===== src/rtl/fetch_sequencer.sv =====
// Program-fetch controller: walks the instruction ROM as a repeating scan and
// hands each fetched word to decode over a valid/ready handshake.
module fetch_sequencer #(
  parameter int INSTRUCTION_WIDTH = 40,
  parameter int PC_WIDTH          = 5,
  parameter int PROG_LEN          = 25,
  parameter int SCAN_CNT_WIDTH    = 16
) (
  input  logic                         clk,
  input  logic                         rst,
  input  logic                         start,
  input  logic                         halt,
  input  logic                         jump_en,
  input  logic [PC_WIDTH-1:0]          jump_addr,
  output logic [PC_WIDTH-1:0]          pc,
  input  logic [INSTRUCTION_WIDTH-1:0] instr_in,
  output logic [INSTRUCTION_WIDTH-1:0] instr_out,
  output logic [PC_WIDTH-1:0]          instr_pc,
  output logic                         instr_valid,
  input  logic                         instr_ready,
  output logic                         running,
  output logic                         fault,
  output logic                         scan_done,
  output logic [SCAN_CNT_WIDTH-1:0]    scan_count
);

  localparam logic [1:0] IDLE  = 2'd0;
  localparam logic [1:0] RUN   = 2'd1;
  localparam logic [1:0] FAULT = 2'd2;

  localparam logic [PC_WIDTH-1:0] LAST_PC = PC_WIDTH'(PROG_LEN - 1);

  // Handshake: a word transfers on any edge where instr_valid && instr_ready;
  // once valid is raised, instr_out/instr_pc hold until that transfer
  // (a jump or halt may withdraw the word).
  logic [1:0]          state;
  logic                slot;
  logic                jump_ok;
  logic [PC_WIDTH-1:0] next_pc;

  assign slot    = !instr_valid || instr_ready;
  assign jump_ok = jump_addr <= LAST_PC;
  assign next_pc = (pc == LAST_PC) ? '0 : pc + PC_WIDTH'(1);
  assign running = (state == RUN);

  always_ff @(posedge clk or posedge rst) begin
    if (rst) begin
      state       <= IDLE;
      pc          <= '0;
      instr_out   <= '0;
      instr_pc    <= '0;
      instr_valid <= 1'b0;
      fault       <= 1'b0;
      scan_done   <= 1'b0;
      scan_count  <= '0;
    end else begin
      scan_done <= 1'b0;
      case (state)
        IDLE: begin
          if (start && !halt) state <= RUN;
        end
        RUN: begin
          if (halt) begin
            state       <= IDLE;
            instr_valid <= 1'b0;
            // An unconsumed word is dropped, so rewind to re-fetch it on resume.
            if (instr_valid && !instr_ready) pc <= instr_pc;
          end else if (jump_en) begin
            instr_valid <= 1'b0;
            if (jump_ok) begin
              pc <= jump_addr;
            end else begin
              state <= FAULT;
              fault <= 1'b1;
            end
          end else if (slot) begin
            instr_out   <= instr_in;
            instr_pc    <= pc;
            instr_valid <= 1'b1;
            pc          <= next_pc;
            if (pc == LAST_PC) begin
              scan_done  <= 1'b1;
              scan_count <= scan_count + SCAN_CNT_WIDTH'(1);
            end
          end
        end
        FAULT: begin
          instr_valid <= 1'b0;
        end
        default: begin
          state <= IDLE;
        end
      endcase
    end
  end

endmodule


===== config.mk =====
export PLATFORM = sky130hd
export DESIGN_NAME = fetch_sequencer
export DESIGN_NICKNAME = d
export VERILOG_FILES = /design/src/rtl/fetch_sequencer.sv
export SDC_FILE = /design/constraint.sdc
export NUM_CORES = 1
export LEC_CHECK = 0
export CORE_MARGIN = 2
export CORE_UTILIZATION = 47
export DETAILED_ROUTE_END_ITERATION = 6
export PLACE_DENSITY = 0.94
export SYNTH_ARGS = -nofsm -noshare
export SYNTH_HDL_FRONTEND = slang
export SYNTH_SLANG_ARGS = --single-unit

===== constraint.sdc =====
create_clock -name clk -period 5.1 [get_ports clk]
set_input_delay 0.765 -clock clk [delete_from_list [all_inputs] [get_ports clk]]
set_output_delay 0.765 -clock clk [all_outputs]
set_load 0.05 [all_outputs]

==> impl_metrics.csv <==
group,metric,value,unit
clocking,htreeDepth,3,
global_route,grtUsageTotal,20.8,%
cells_and_area,drive_above_1_share,19.0,%
global_route,grt_pass1_wl,11900,um
timing,setup_tns,0,ns
routing,post_drt_wl_per_cell,16.2,um
clocking,cts.path.max_buffers,2,
floorplanning,placement_rows,29,
worst_setup_path,worstPathMaxFanout,49,
synth,syn-cell-area,3090,um^2
synth,synth_nets,292,
timing,fmax,0.328,GHz
synth,syn_inst,235,
clocking,cts.clk_slew.worst_paths,0.08,ns
timing,setup_viol,0,
min_path,hold_class,"reg -> reg",
placement,dp_cells,425,
routing,vias,2311,
clocking,cts_tree,"done",
worst_setup_path,arrival,3.25,ns
cells_and_area,nets,416,
cells_and_area,antennaDiodeCount,0,
timing,slew_violations,0,
worst_setup_path,rr_worst_depth,6,
timing,fin_crit_sh,59.8,%
global_route,grt_max_degree,50,
routing,postRouteAntennaNets,0,
floorplanning,core-area,6350,um^2
worst_setup_path,cp-start-kind,"input port",
timing,skew,0.0128,ns
floorplanning,dieArea,7250,um^2
global_route,grt.overflow.total,0,
global_route,grt_pass1_vias,2518,
worst_setup_path,cp_num_buf_inv,1,
power,leakage,1.95,nW
cells_and_area,final-instance-count-excl-fill,441,
worst_setup_path,path_depth,5,
floorplanning,dieHeight,85.1,um
worst_setup_path,critPathMaxStageDelay,0.70,ns
job,max_cap_violations,0,
floorplanning,start_util,48.7,%
worst_setup_path,cp_data_required_time,5.30,ns
cells_and_area,layout_common_cells,"clkdlybuf4s50_1 (120), dfrtp_1 (71), mux2_2 (41), nand2_1 (13), xnor2_1 (13)",
worst_setup_path,critPathSlowestCell,"or2_2",
placement,dp_hpwl,5390,um
power,power_density,677,nW/um^2
routing,via_per_inst,5.24,
power,ir_drop,484,uV
routing,totalWireLength,7140,um
placement,gp_congestion,0.815,
routing,first_pass_iters,4,
timing,worst_pin_slew,1.13,ns
routing,post-route-drc-count,0,
worst_setup_path,crit_type,"in -> reg",
cells_and_area,n_fill_cell,429,
power,power.total,0.00310,W
timing,rsz0062_at_grt,"false",
floorplanning,die_w,85.1,um
global_route,antenna_found_initial,0,
worst_setup_path,worstSetupEndpointType,"flip-flop",
timing,min_period,3.05,ns
worst_setup_path,worstPathCellList,"clkdlybuf4s50_1 -> or3b_4 -> or2_2 -> nor2_4 -> mux2_2",
synth,ys_ff_latch,71,
timing,relSlewSlack,24.5,%
run_status,status,"completed",
min_path,worstHoldPathCells,1,
worst_setup_path,crit_family,"simple AND/OR/NAND/NOR gates",
synth,synth_seq_area_share,57.4,%
synth,yosys_warnings,0,
clocking,cts_inserted_buffers,9,
placement,port_buffers,120,
clocking,root_buffer,"clkbuf_8",
timing,hold_slack,0.472,ns
cells_and_area,area_growth,47.8,%
clocking,numClockSinks,71,
clocking,clk_latency,0.33,ns
cells_and_area,final_common_cell,"clkdlybuf4s50_1",
clocking,cts_setup_buffers,0,
clocking,cts_hold_buf,0,
floorplanning,pin_count,121,
synth,syn-mean-instance-area,13.2,um^2
synth,synth_cell_types,39,
clocking,cts_resized,0,
routing,first_iter_violations,90,
timing,hold_viol_final,0,
==> logic make-up (layout without fill, tap and decap cells) <==
family,Yosys count,after routing,share of synthesized area (%)
compound gates,27,27,5.82
xor+xnor,15,15,4.25
fa+ha+maj,6,6,2.43
buf+inv,18,147,2.79
flops,71,71,57.4
mux,47,47,17.5
simple gates,51,51,9.79
==> per-stage QoR <==
step	cell area [um^2]	setup WS, ns	util (%)
finish	4570	2.05	72.0
global route	4570	1.92	72.0
CTS	4570	2.06	72.0
detailed placement	4350	1.72	68.5
global placement	4350	1.72	68.5
floorplan	3090	2.54	-
==> layer usage <==
metal  up-vias  track usage (%)  share of wire [%]
li1       1083                -                  -
met1      1140             24.5                 39
met2        82             37.4                 55
met3         6             5.35                5.2
met4         0             5.92               0.73
met5         -                0                  0
==> flip-flops by register name, indices dropped and copies added (netlist names) <==
register,cells
instr_pc,5
scan_done,1
pc,5
fault,1
state,2
instr_out,40
instr_valid,1
scan_count,16
==> cell usage after synthesis, drive strengths merged <==
master	count	area (um^2)
a21oi	6	30.0
nand4	7	43.8
nor2	5	26.3
xor2	2	17.5
nor3b	1	7.51
inv	10	37.5
clkbuf	3	11.3
nand2	13	48.8
xnor2	13	114
nand4b	1	8.76
and3	3	18.8
dfrtp	71	1780
o311a	1	10.0
nand3	9	45.0
or2	2	12.5
o2bb2ai	2	17.5
mux2i	2	20.0
nor4b	1	23.8
o211ai	2	15.0
nand2b	1	6.26
a31o	1	8.76
a32o	1	10.0
o221ai	2	17.5
nor2b	2	12.5
and2	3	18.8
o21ai	8	40.0
buf	5	37.5
nor4	1	12.5
a311oi	1	8.76
o31ai	3	22.5
ha	6	75.1
mux2	45	522
or3	1	6.26
or3b	1	11.3
==> worst paths after layout <==
kind / startpoint / end / slack, ns
worst min register to register: scan_count[15]$_DFFE_PP0P_ / scan_count[15]$_DFFE_PP0P_ / 0.47
max in group asynchronous: rst / instr_out[14]$_DFFE_PP0P_ / 3.30
worst max register to register: state[1]$_DFFE_PP0P_ / scan_count[1]$_DFFE_PP0P_ / 2.39
min in group asynchronous: rst / scan_count[13]$_DFFE_PP0P_ / 0.85
worst min-delay path: scan_count[15]$_DFFE_PP0P_ / scan_count[15]$_DFFE_PP0P_ / 0.47
worst max-delay path: halt / scan_count[1]$_DFFE_PP0P_ / 2.05
==> report_power, final <==
| part | switching [W] | total (W) | internal [W] | leakage [nW] |
|---|---|---|---|---|
| clock | 0.000204 | 0.000494 | 0.000289 | 0.110 |
| combinational | 0.00106 | 0.00168 | 0.000620 | 0.960 |
| sequential | 0.000149 | 0.000929 | 0.000780 | 0.880 |
==> area by class of cell <==
type,count,area (um^2),area share [%]
clock buffers,11,141,3.09
repair buffers,121,1210,26.4
multi-input cells,146,1230,26.9
inverters,10,37.5,0.821
clock inverters,5,81.3,1.78
flip-flops and latches,71,1780,38.9
well taps,77,96.3,2.11
(Power assumes the default switching activity.)
